[config.mk]
export PLATFORM = sky130hd
export DESIGN_NAME = mac_vec
export DESIGN_NICKNAME = d
export VERILOG_FILES = /design/src/rtl/mac_vec.sv
export SDC_FILE = /design/constraint.sdc
export NUM_CORES = 1
export LEC_CHECK = 0
export CELL_PAD_IN_SITES_DETAIL_PLACEMENT = 0
export CELL_PAD_IN_SITES_GLOBAL_PLACEMENT = 1
export CORE_AREA = 4 4 222 224
export DETAILED_ROUTE_END_ITERATION = 8
export DIE_AREA = 0 0 226 228
export GPL_TIMING_DRIVEN = 1
export HOLD_SLACK_MARGIN = 0.08
export PLACE_DENSITY_LB_ADDON = 0.08
export SLEW_MARGIN = 20
export SYNTH_ARGS = -nofsm -noshare
export SYNTH_HDL_FRONTEND = slang
export SYNTH_SLANG_ARGS = --single-unit
export TNS_END_PERCENT = 100
[constraint.sdc]
create_clock -name clk -period 6.05 [get_ports clk]
set_input_delay 1.21 -clock clk [delete_from_list [all_inputs] [get_ports clk]]
set_output_delay 1.21 -clock clk [all_outputs]
set_load 0.05 [all_outputs]
[src/rtl/mac_vec.sv]
// Multi-lane pipelined signed MAC: a multiply stage, then an accumulate stage feeding a held valid/ready result.
// Optional clamping arithmetic with per-lane sticky flags is enabled by defining MAC_SAT_EN.

module mac_vec_lane #(
    parameter int DATA_W = 8,
    parameter int ACC_W  = 19
) (
    input  logic                     clk_i,
    input  logic                     rst_i,
    input  logic                     clear_i,
    input  logic                     mul_en_i,
    input  logic                     acc_en_i,
    input  logic                     first_i,
    input  logic                     last_i,
    input  logic signed [DATA_W-1:0] a_i,
    input  logic signed [DATA_W-1:0] b_i,
    output logic signed [ACC_W-1:0]  res_o,
    output logic                     sat_o
);

    logic signed [2*DATA_W-1:0] prod_q;
    logic signed [ACC_W-1:0]    prod_ext;
    logic signed [ACC_W-1:0]    acc_q;
    logic signed [ACC_W-1:0]    acc_base;
    logic signed [ACC_W-1:0]    sum;
    logic signed [ACC_W-1:0]    res_q;

    always_ff @(posedge clk_i) begin
        if (rst_i) begin
            prod_q <= '0;
        end else if (mul_en_i) begin
            prod_q <= a_i * b_i;
        end
    end

    assign prod_ext = ACC_W'(prod_q);
    // The first term of a dot product ignores whatever the accumulator holds.
    assign acc_base = first_i ? '0 : acc_q;

`ifdef MAC_SAT_EN
    localparam logic signed [ACC_W-1:0] ACC_MAX = {1'b0, {(ACC_W-1){1'b1}}};
    localparam logic signed [ACC_W-1:0] ACC_MIN = {1'b1, {(ACC_W-1){1'b0}}};

    logic signed [ACC_W:0] sum_w;
    logic                  ovf;
    logic                  sat_q;
    logic                  sat_d;
    logic                  res_sat_q;

    always_comb begin
        sum_w = (ACC_W+1)'(acc_base) + (ACC_W+1)'(prod_ext);
        // One guard bit suffices: overflow shows as a mismatch of the top two bits.
        ovf   = sum_w[ACC_W] ^ sum_w[ACC_W-1];
        if (!ovf) begin
            sum = sum_w[ACC_W-1:0];
        end else if (sum_w[ACC_W]) begin
            sum = ACC_MIN;
        end else begin
            sum = ACC_MAX;
        end
        sat_d = (first_i ? 1'b0 : sat_q) | ovf;
    end

    always_ff @(posedge clk_i) begin
        if (rst_i) begin
            sat_q     <= 1'b0;
            res_sat_q <= 1'b0;
        end else if (clear_i) begin
            sat_q     <= 1'b0;
        end else if (acc_en_i) begin
            if (last_i) begin
                res_sat_q <= sat_d;
                sat_q     <= 1'b0;
            end else begin
                sat_q     <= sat_d;
            end
        end
    end

    assign sat_o = res_sat_q;
`else
    assign sum   = acc_base + prod_ext;
    assign sat_o = 1'b0;
`endif

    always_ff @(posedge clk_i) begin
        if (rst_i) begin
            acc_q <= '0;
            res_q <= '0;
        end else if (clear_i) begin
            acc_q <= '0;
        end else if (acc_en_i) begin
            if (last_i) begin
                res_q <= sum;
                acc_q <= '0;
            end else begin
                acc_q <= sum;
            end
        end
    end

    assign res_o = res_q;

endmodule

module mac_vec #(
    parameter int LANES  = 4,
    parameter int DATA_W = 8,
    parameter int ACC_W  = 19
) (
    input  logic                      clk,
    input  logic                      rst,
    input  logic                      clear,
    input  logic                      in_valid,
    output logic                      in_ready,
    input  logic                      in_last,
    input  logic [LANES*DATA_W-1:0]   a_in,
    input  logic [LANES*DATA_W-1:0]   b_in,
    output logic                      out_valid,
    input  logic                      out_ready,
    output logic [LANES*ACC_W-1:0]    acc_out,
    output logic [LANES-1:0]          sat_out
);

    logic stall;
    logic mul_en;
    logic acc_en;
    logic ld_res;
    logic p_valid_q, p_valid_d;
    logic p_last_q;
    logic first_q;
    logic out_valid_q, out_valid_d;

    // A held, unaccepted result freezes both stages so nothing overwrites it.
    assign stall    = out_valid_q & ~out_ready;
    assign in_ready = ~stall;
    assign mul_en   = in_valid & ~stall & ~clear;
    assign acc_en   = p_valid_q & ~stall & ~clear;
    assign ld_res   = acc_en & p_last_q;

    always_comb begin
        p_valid_d = p_valid_q;
        if (clear) begin
            p_valid_d = 1'b0;
        end else if (!stall) begin
            p_valid_d = in_valid;
        end
        out_valid_d = out_valid_q;
        if (ld_res) begin
            out_valid_d = 1'b1;
        end else if (out_ready) begin
            out_valid_d = 1'b0;
        end
    end

    always_ff @(posedge clk) begin
        if (rst) begin
            p_valid_q   <= 1'b0;
            p_last_q    <= 1'b0;
            first_q     <= 1'b1;
            out_valid_q <= 1'b0;
        end else begin
            p_valid_q   <= p_valid_d;
            out_valid_q <= out_valid_d;
            if (mul_en) begin
                p_last_q <= in_last;
            end
            if (clear) begin
                first_q <= 1'b1;
            end else if (acc_en) begin
                first_q <= p_last_q;
            end
        end
    end

    for (genvar i = 0; i < LANES; i++) begin : g_lane
        mac_vec_lane #(
            .DATA_W (DATA_W),
            .ACC_W  (ACC_W)
        ) u_lane (
            .clk_i    (clk),
            .rst_i    (rst),
            .clear_i  (clear),
            .mul_en_i (mul_en),
            .acc_en_i (acc_en),
            .first_i  (first_q),
            .last_i   (p_last_q),
            .a_i      (a_in[i*DATA_W +: DATA_W]),
            .b_i      (b_in[i*DATA_W +: DATA_W]),
            .res_o    (acc_out[i*ACC_W +: ACC_W]),
            .sat_o    (sat_out[i])
        );
    end

    assign out_valid = out_valid_q;

endmodule

### After elaboration in Yosys (flattened, before gate mapping)

Cells that the tools add are included.

* $add $sub $neg: 4
* multipliers: 4
* muxes and demuxes: 10
* bitwise gates (word level): 9
* reductions and logical operators: 3

Operator list (count)
* 2-to-1 mux 19 bit: 8
* adder 19 x 16 -> 19 bit: 4
* multiplier 8 x 8 -> 16 bit: 4
* bitwise AND 1 bit: 6
* NOT 1 bit: 3
* AND reduction 3 bit: 1
* 2-to-1 mux 1 bit: 2
* nonzero test 2 bit: 1
* OR reduction 2 bit: 1

* bits in registers: 220
* bits of input ports: 70
* output and inout port bits: 82
* logic and storage cells: 46

### Logic depth before layout (Yosys ltp)

Gate-level depths: netlist (run 1).

* word-level depth: 7
* mapped depth: 17

### By module

From an unflattened synthesis (run 1), not the netlist that was laid out.

* cells, all modules: 2572
* area, all modules: 22001.1 um2

By module, submodules not included
* mac_vec_lane (g_lane[0].u_lane): times used 1, cells each 652, area each 5535.3 um2, seq. area each 1081.0 um2
* mac_vec_lane (g_lane[2].u_lane): times used 1, cells each 636, area each 5455.2 um2, seq. area each 1081.0 um2
* mac_vec_lane (g_lane[1].u_lane): times used 1, cells each 647, area each 5431.5 um2, seq. area each 1081.0 um2
* mac_vec_lane (g_lane[3].u_lane): times used 1, cells each 619, area each 5382.7 um2, seq. area each 1081.0 um2
* mac_vec: times used 1, cells each 18, area each 196.4 um2, seq. area each 80.1 um2

### Worst setup path after synthesis (run 1)

No wires, ideal clock.

* path kind: input port to flip-flop
* start: input a_in[13]
* end: register g_lane[1].u_lane.prod_q[15]
* setup time: 0.086 ns
* arrival time: 5.174 ns
* setup slack: 0.791 ns
* cell stages on the path: 16
* path buffers: 0
* path through: and2_1 fa_1 inv_1 fa_1 inv_1 fa_1 inv_1 fa_1 inv_1 ha_1 or3_1 o221a_2 o41ai_1 o21ai_0 xnor2_1 a211oi_1

* cells in the longest elaborated chain, start to end: 1

RTL lines
* start, declared: line 117 `input logic [LANES*DATA_W-1:0] a_in,`
* multiplier 8 x 8 -> 16 bit: line 32 `prod_q <= a_i * b_i;`
* end signal, assigned: line 32
* end, declared: line 21 `logic signed [2*DATA_W-1:0] prod_q;`

No other way between the ends.
A chain may end at the register's enable or synchronous reset.

### Final worst setup path (run 1)

* start: input b_in[19]
* end: register g_lane[2].u_lane.prod_q[15]

* cells in the longest elaborated chain, start to end: 1

RTL lines
* start, declared: line 118 `input logic [LANES*DATA_W-1:0] b_in,`
* multiplier 8 x 8 -> 16 bit: line 32
* end signal, assigned: line 32
* end, declared: line 21

No other way between the ends.

==> impl_summary.md, run 1 <==
GRT
The global-route total usage across every layer is 21.2%. The number of global-route vias before repair is 17.4k. For this run the aggregate overflow at the end of global routing stands at 0.

Entering global routing, the biggest net connects 64 pins. The number of antenna violations at the first check in global routing is 1. The first global-routing pass estimated 91.1 mm of wire.

Placement
In this run, placement finished with an instance count of 3230. The global placement routability congestion is 0.857. The final HPWL from detailed placement is 42.6 mm. In this run the cell area measured after placement is 23500 um2. In this run the tool buffered the top-level ports with 147 buffer cells. The worst slack at placement is -0.223 ns.

Synthesis
Counting flops and latches in the post-synthesis netlist gives 220. The sequential share of the synthesized area is 20.8%. For this run, the leading register cell type out of synthesis is sky130_fd_sc_hd__dfxtp_1. The total of warnings raised by yosys is 0.

The number of cells produced by synthesis is 2499. Of the post-synthesis cell area, the dominant cell type holds 21.2%. Counting flops with a built-in enable in the synthesized netlist gives 0.

Of all cell types, the one taking the most synthesized area is sky130_fd_sc_hd__fa_1. For this run, asynchronously set or reset flops after synthesis account for 0%. Ranked by total cell area, the synthesized netlist is headed by sky130_fd_sc_hd__fa_1 21%, sky130_fd_sc_hd__dfxtp_1 21%, sky130_fd_sc_hd__ha_1 11%. Synthesis instantiated 68 different standard cells from the library.

The synthesized cell area is 21200 um2. Dividing the synthesized area by the synthesized cell count gives 8.47 um2.

Worst setup path
The category of the most critical setup path is primary input to flip-flop. The largest stage delay on the critical path is 0.59 ns. The element type at the critical path start is a primary input. The combined buffer and inverter count along the critical path is 5. The gate family responsible for the most delay along the worst path is adder cells. The critical path's slowest cell is sky130_fd_sc_hd__clkdlybuf4s50_1. Traced cell by cell, the critical path runs through clkdlybuf4s50_1 -> and2_1 -> fa_1 -> inv_1 -> fa_1 -> inv_1 -> fa_1 -> inv_1 -> fa_1 -> inv_1 -> ha_1 -> or3_1 -> o221a_2 -> o41ai_1 -> o21ai_0 -> xnor2_1 -> o21ai_0.

The required time at the worst-slack endpoint is 6.45 ns. The worst endpoint data arrival time is 6.12 ns. The maximum fanout encountered on the critical timing path is 8. STA classifies the critical path endpoint as a flip-flop.

Detailed routing
For this run, design rule violations remaining after detail routing come to 0. The routed wire length is 53.9 mm. The vias after detailed routing is 17.2k. In this run, the number of DRC markers left after iteration 0 of detailed routing was 894. The post-detailed-route via-to-cell ratio is 5.26. The number of nets with antenna violations after routing is 0.

The average detailed-routed wire length per instance is 16.5 um. The first-pass iteration count of the detailed router is 5.

Timing
The number of max-slew violations in the final report came to 0. Across the routed clock network, the largest skew measured is 0.00856 ns. The share of the clock period used by the worst path is 94.5%. Setup repair after global routing left no endpoint under its margin. After layout, the worst setup slack is 0.330 ns. The total negative slack is 0 ns. The worst-case headroom to the max-slew limit is 40.8%.

Setup violations remaining at the end of the flow were counted as 0. For the pin with the worst max-slew slack, the measured transition is 0.888 ns. The highest achievable clock rate is 175 MHz. The number of hold violations in the final report is 0. The clock period minus worst slack is 5.72 ns.

Clocking
The clock tree buffer depth is 3. The clock reaches the later pin of the worst-skew pair after 0.53 ns. The number of CTS-inserted buffers is 26.

After clock tree synthesis, the setup repair step added 0 buffers. The buffer type at the clock tree root is sky130_fd_sc_hd__clkbuf_16. Clock-pin slew was measured on the worst setup and hold paths at 0.06 ns.

The number of gates resized after CTS was 0. The clock drives 220 sinks. The TritonCTS clock tree is done.

The hold buffer count at CTS is 0. The H-tree depth is 1.

Floorplanning
The floorplan step defined a die boundary enclosing 51500 um2. The number of standard-cell rows in the floorplan is 80. The effective utilization at floorplan is 44.7%. For this design the top-level I/O count stands at 152. The region available for standard cell placement spans 47300 um2.

The floorplan die height is 228 um. From left edge to right edge, the die measures 226 um.

Pwr
Combinational logic burns 54.8% of the power. The static leakage power is 10.8 nW. The share of power burned in the clock network is 22.0%. The total power divided by cell area is 303 nW/um2. In this run switching power makes up 40.7% of total power. The peak ir drop on the vdd network is 0.000204 V. The cell-internal power is 4.38 mW. Sequential cells account for 23.2% of the total power. In this run the power spent charging and discharging nets is 3.01 mW.

Layout
The number of inserted diodes is 0. After routing the design area is 24400 um2. The post-layout instance count excluding filler cells is 3275.

Cells with a size suffix above 1 make up 4.59% of the layout. Cells fill 51.5% of the core in the end. Compared with the post-synthesis result, the final layout area differs by 15.2%. The top cell types in the final layout, fill and taps aside, are 336 x sky130_fd_sc_hd__inv_1, 286 x sky130_fd_sc_hd__nand2_1, 224 x sky130_fd_sc_hd__fa_1. After the last flow step, the layout net total stands at 3125. The most frequent standard cell in the layout excluding fill and tap cells is sky130_fd_sc_hd__inv_1.

Run
Max-cap violations in this run came to 0.

Run status
The flow ran to the end, and the final reports show no timing, DRC or antenna violations.

Hold path
The worst min-delay path class is flip-flop to flip-flop.
-- worst register-to-register path, cell delays in order, from the launching register on --
cell and delay (ns):
sky130_fd_sc_hd__dfxtp_2 0.65, sky130_fd_sc_hd__buf_4 0.46, sky130_fd_sc_hd__nor2b_1 0.11, sky130_fd_sc_hd__ha_1 0.24
sky130_fd_sc_hd__fa_1 0.47, sky130_fd_sc_hd__a211oi_2 0.28, sky130_fd_sc_hd__o21ai_0 0.16, sky130_fd_sc_hd__a21oi_1 0.25
sky130_fd_sc_hd__o21ai_1 0.19, sky130_fd_sc_hd__a311oi_2 0.32, sky130_fd_sc_hd__xnor2_1 0.22, sky130_fd_sc_hd__o21ai_0 0.13
-- stage by stage --
| step | hold slack [ns] | power [mW] |
|---|---|---|
| after global placement | 0.426 | 5.76 |
| after global routing | 0.467 | 8.15 |
| after detailed placement | 0.434 | 5.81 |
| after CTS | 0.448 | 7.47 |
| final | 0.442 | 7.39 |
| after floorplan | 0.417 | 4.82 |
-- logic make-up (layout without fill, tap and decap cells) --
logic type,count (synthesis),after routing,synth area share [%]
buffers and inverters,422,580,7.58
AOI/OAI and AO/OA,462,462,14.1
xor gates and xnor gates,112,112,4.63
adders and majority gates,412,412,32.3
muxes,7,7,0.349
DFF,220,220,20.8
and+or+nand+nor,863,863,20.3
other,1,4,0.0177
-- path summary, 6_finish.rpt --
path | startpoint | endpoint | slack [ns] | cells after the start
worst min register to register | g_lane[3].u_lane.acc_q[15] | g_lane[3].u_lane.acc_q[15] | 0.44 | 2
worst max-delay path | b_in[19] | g_lane[2].u_lane.prod_q[15] | 0.33 | 17
worst max register to register | first_q | g_lane[0].u_lane.acc_q[18] | 2.41 | 11
worst min-delay path | g_lane[3].u_lane.acc_q[15] | g_lane[3].u_lane.acc_q[15] | 0.44 | 2
-- cell usage after synthesis, types with 9 or more instances --
| library cell | n |
|---|---|
| sky130_fd_sc_hd__xnor2_1 | 87 |
| sky130_fd_sc_hd__a22oi_1 | 24 |
| sky130_fd_sc_hd__a22o_1 | 15 |
| sky130_fd_sc_hd__ha_1 | 188 |
| sky130_fd_sc_hd__dfxtp_1 | 220 |
| sky130_fd_sc_hd__clkbuf_1 | 67 |
| sky130_fd_sc_hd__o21a_1 | 27 |
| sky130_fd_sc_hd__a211oi_1 | 42 |
| sky130_fd_sc_hd__nand2b_1 | 17 |
| sky130_fd_sc_hd__a21oi_1 | 163 |
| sky130_fd_sc_hd__and2_1 | 169 |
| sky130_fd_sc_hd__fa_1 | 224 |
| sky130_fd_sc_hd__nor3_1 | 33 |
| sky130_fd_sc_hd__nand2_1 | 289 |
| sky130_fd_sc_hd__or4_1 | 12 |
| sky130_fd_sc_hd__and3_1 | 15 |
| sky130_fd_sc_hd__xor2_1 | 25 |
| sky130_fd_sc_hd__or3_1 | 14 |
| sky130_fd_sc_hd__a21o_1 | 31 |
| sky130_fd_sc_hd__a31oi_1 | 11 |
| sky130_fd_sc_hd__o21ai_0 | 78 |
| sky130_fd_sc_hd__nor2b_1 | 99 |
| sky130_fd_sc_hd__nand4_1 | 14 |
| sky130_fd_sc_hd__inv_1 | 336 |
| sky130_fd_sc_hd__buf_1 | 9 |
| sky130_fd_sc_hd__nand3_1 | 49 |
| sky130_fd_sc_hd__nor2_1 | 131 |
-- sequential cells by signal, indices dropped and copies added (netlist names) --
name and count:
first_q 1, g_lane.u_lane.acc_q 76, g_lane.u_lane.prod_q 64, g_lane.u_lane.res_o 76
out_valid 1, p_last_q 1, p_valid_q 1
-- power groups by stage --
| stage | sequential [mW] | combinational, mW | clock [mW] |
|---|---|---|---|
| floorplan | 1.67 | 3.14 | 0 |
| global placement | 1.74 | 4.02 | 0 |
| detailed placement | 1.74 | 4.07 | 0 |
| CTS | 1.71 | 4.10 | 1.66 |
| global route | 1.73 | 4.70 | 1.72 |
| finish | 1.71 | 4.05 | 1.62 |
-- final cells by class --
| cell class | instances | area [um2] |
|---|---|---|
| clock buffers | 40 | 815 |
| clock inverters | 5 | 78.8 |
| fillers | 4639 | 23000 |
| inverters | 337 | 1260 |
| multi-input cells | 1860 | 15200 |
| flip-flops and latches | 220 | 4410 |
| well taps | 615 | 769 |
| repair buffers | 198 | 1860 |
-- routing by layer --
layer / vias to the layer above / GRT usage, % / part of all wire [%]
met4: 2 / 3.25 / 1.4
li1: 8496 / - / -
met5: - / 0 / 0.024
met3: 48 / 1.92 / 3.9
met1: 8387 / 32.2 / 50
met2: 302 / 33.7 / 44
(Power assumes the default switching activity.)
==> run 2: changes to the inputs <==
- MAX_ROUTING_LAYER: not set -> met4
==> impl_summary.md, run 2 (synthesis gave the netlist of run 1 again) <==
Detailed routing
For this block, the initial DRC count from the detailed router was 897. The detail route stage leaves a number of antenna-violating nets equal to 0. The routed layout has 17.4k vias. The post-detailed-route via-to-cell ratio is 5.28.

The routed wire length is 54.5 mm. The first-pass iteration count of the detailed router is 5. Dividing the detail-routed wire length by the instance count gives 16.6 um. The number of DRC violations after detailed routing is 0.

Worst setup path
The cell family contributing the most delay on the critical path is adder cells. The element type at the critical path start is a primary input. The category of the most critical setup path is primary input to flip-flop.

The slowest stage of the critical path belongs to the cell sky130_fd_sc_hd__clkdlybuf4s50_1. The depth of the worst register-to-register path is 11. The critical register-to-register path startpoint is first_q. The register-to-register setup slack is 2.33 ns. The worst setup path is captured at a flip-flop.

In this design, the stage delay of the slowest critical-path cell is 0.58 ns. The required time at the worst-slack endpoint is 6.46 ns. Along the worst path, the maximum fanout reaches 8. The combined buffer and inverter count along the critical path is 5.

In this run the critical register-to-register path is captured at g_lane[2].u_lane.acc_q[14]. The worst endpoint data arrival time is 6.11 ns. The signal on the critical path passes through clkdlybuf4s50_1 -> and2_1 -> fa_1 -> inv_1 -> fa_1 -> inv_1 -> fa_1 -> inv_1 -> fa_1 -> inv_1 -> ha_1 -> or3_1 -> o221a_2 -> o41ai_1 -> o21ai_0 -> xnor2_1 -> o21ai_0.

Timing
The transition at the pin with the smallest max-transition slack is 0.889 ns. For this run, the top clock speed supported by timing is 175 MHz. Setup slack closes at 0.345 ns.

The worst-case headroom to the max-slew limit is 40.7%. Setup repair after global routing left no endpoint under its margin. The number of max-slew violations in the final report came to 0. Across all hold checks on the routed design, the worst slack comes to 0.444 ns.

The number of hold violations in the final report is 0. On the final layout, the worst clock skew is 0.0184 ns. Setup violations remaining at the end of the flow were counted as 0. The clock period minus worst slack is 5.70 ns. The final critical path takes up 94.3% of the cycle.

Layout
Cells with a size suffix above 1 make up 4.91% of the layout. The finished cells cover 24500 um2. The post-layout net count is 3131. Counting the fill cells in the layout gives 4626. In the layout the commonest cells are 336 x sky130_fd_sc_hd__inv_1, 286 x sky130_fd_sc_hd__nand2_1, 224 x sky130_fd_sc_hd__fa_1. The most frequent standard cell in the layout excluding fill and tap cells is sky130_fd_sc_hd__inv_1.

Relative to the synthesized area, the layout overhead comes to 15.6%.

Clocking
The clock passes through at most 3 buffers. After clock tree synthesis, the clock-pin slew on the worst setup and hold paths is 0.06 ns. Counting every sink on the clock net gives 220. The hold buffer count at CTS is 0. The number of CTS-inserted buffers is 27.

The H-tree depth is 1. In this run the clock root is driven by a sky130_fd_sc_hd__clkbuf_16. The TritonCTS clock tree is done.

The quantity of gates resized following cts is 0. The post-CTS setup repair buffer count is 0. For the worst-skew pair, the clock arrives at the later sink with an insertion delay of 0.54 ns.

Placement
The number of buffers added on ports is 147. Before CTS, the worst setup slack after placement is -0.265 ns. The global placement routability congestion is 0.871.

The total cell area at the placement stage is 23500 um2. The HPWL after detailed placement is 43.2 mm.

Floorplanning
The effective utilization at floorplan is 44.7%. The die covers 51500 um2. The area of the core is 47300 um2. The floorplan die height is 228 um.

The number of standard-cell rows in the floorplan is 80. The die width is 226 um. For this design the top-level I/O count stands at 152.

GRT
The number of antenna violations at the first check in global routing came to 1. The wire length of the first global-routing pass is 91.9 mm. The number of global-route vias before repair is 17.6k. Entering global routing, the biggest net connects 67 pins.

The global-route total usage across every layer is 22.1%. Summed over all layers, the global routing overflow is 0.

Hold path
The number of stages on the worst hold path is 2. The worst hold path belongs to the class flip-flop to flip-flop. The endpoint with the worst hold slack is g_lane[3].u_lane.acc_q[17]. The critical hold path startpoint is g_lane[3].u_lane.acc_q[17].

Run
Max-cap violations in this run came to 0.

Pwr
The peak ir drop on the vdd network is 0.000246 V. Summed over all cells, the static leakage comes to 10.9 nW. The total power consumption of the routed design is 7.50 mW. The total power divided by cell area is 306 nW/um2.

Run status
The flow ran to the end, and the final reports show no timing, DRC or antenna violations.
[run 2: cell types whose count changed in the layout (fill, tap and decap cells not counted), sizes merged]
cell | before | now
buf | 52 | 57
bufinv | 2 | 5
clkbuf | 40 | 35
clkinv | 3 | 7
clkinvlp | 0 | 3
diode | 0 | 1
inv | 337 | 336
[run 2: layout make-up]
class	count	area, um2	area share, %
Sequential cell	220	4410	18.0
Antenna cell	1	2.50	0.0102
Timing Repair Buffer	203	1890	7.72
Tap cell	615	769	3.14
Multi-Input combinational cell	1860	15200	62.1
Inverter	337	1260	5.17
Clock buffer	35	746	3.05
Clock inverter	14	206	0.843
[run 2: worst max path at each step]
stage | depth (start not counted) | end | startpoint | slack [ns]
after floorplan | 16 | g_lane[1].u_lane.prod_q[15] | a_in[13] | 0.79
after global placement | 17 | g_lane[2].u_lane.prod_q[15] | a_in[23] | -0.19
after detailed placement | 17 | g_lane[2].u_lane.prod_q[15] | b_in[19] | -0.26
after CTS | 17 | g_lane[2].u_lane.prod_q[15] | b_in[19] | 0.30
after global routing | 17 | g_lane[2].u_lane.prod_q[15] | b_in[19] | 0.1
final | 17 | g_lane[2].u_lane.prod_q[15] | b_in[19] | 0.35
[run 2: per-stage QoR]
stage	instances	utilization [%]	setup TNS, ns
finish	3285	51.7	0
floorplan	2502	-	0
detailed placement	3235	49.7	-0.351
global route	3285	51.7	0
CTS	3284	51.7	0
global placement	3235	49.7	-0.203
[run 2: layer usage]
metal  up-vias  GRT usage [%]  wire length, um
met3        44           2.71             2340
met1      8540           32.3            27200
met5         -              -                0
met2       274           34.1            24400
li1       8499              -                -
met4         0           2.70              593
[run 2: worst reg2reg max path, stage by stage, from the launching register on]
cell                       delay [ns]
sky130_fd_sc_hd__dfxtp_2         0.83
sky130_fd_sc_hd__buf_4           0.40
sky130_fd_sc_hd__nor2b_1         0.10
sky130_fd_sc_hd__ha_1            0.24
sky130_fd_sc_hd__fa_1            0.47
sky130_fd_sc_hd__a211oi_1        0.40
sky130_fd_sc_hd__o21ai_1         0.19
sky130_fd_sc_hd__nand2_1         0.19
sky130_fd_sc_hd__o311ai_2        0.16
sky130_fd_sc_hd__o21ai_0         0.14
sky130_fd_sc_hd__xor2_1          0.32
sky130_fd_sc_hd__o21ai_0         0.15
[run 2: power breakdown]
group | internal, mW | leakage [nW] | switching (mW)
combinational | 1.80 | 8.63 | 2.25
sequential | 1.58 | 1.78 | 0.137
clock | 1.08 | 0.461 | 0.643
==> run 3: changes to the inputs <==
- TNS_END_PERCENT: 100 -> 5
==> results of run 3 <==
No change in the layout: final DEF, timing and power equal those of run 2.
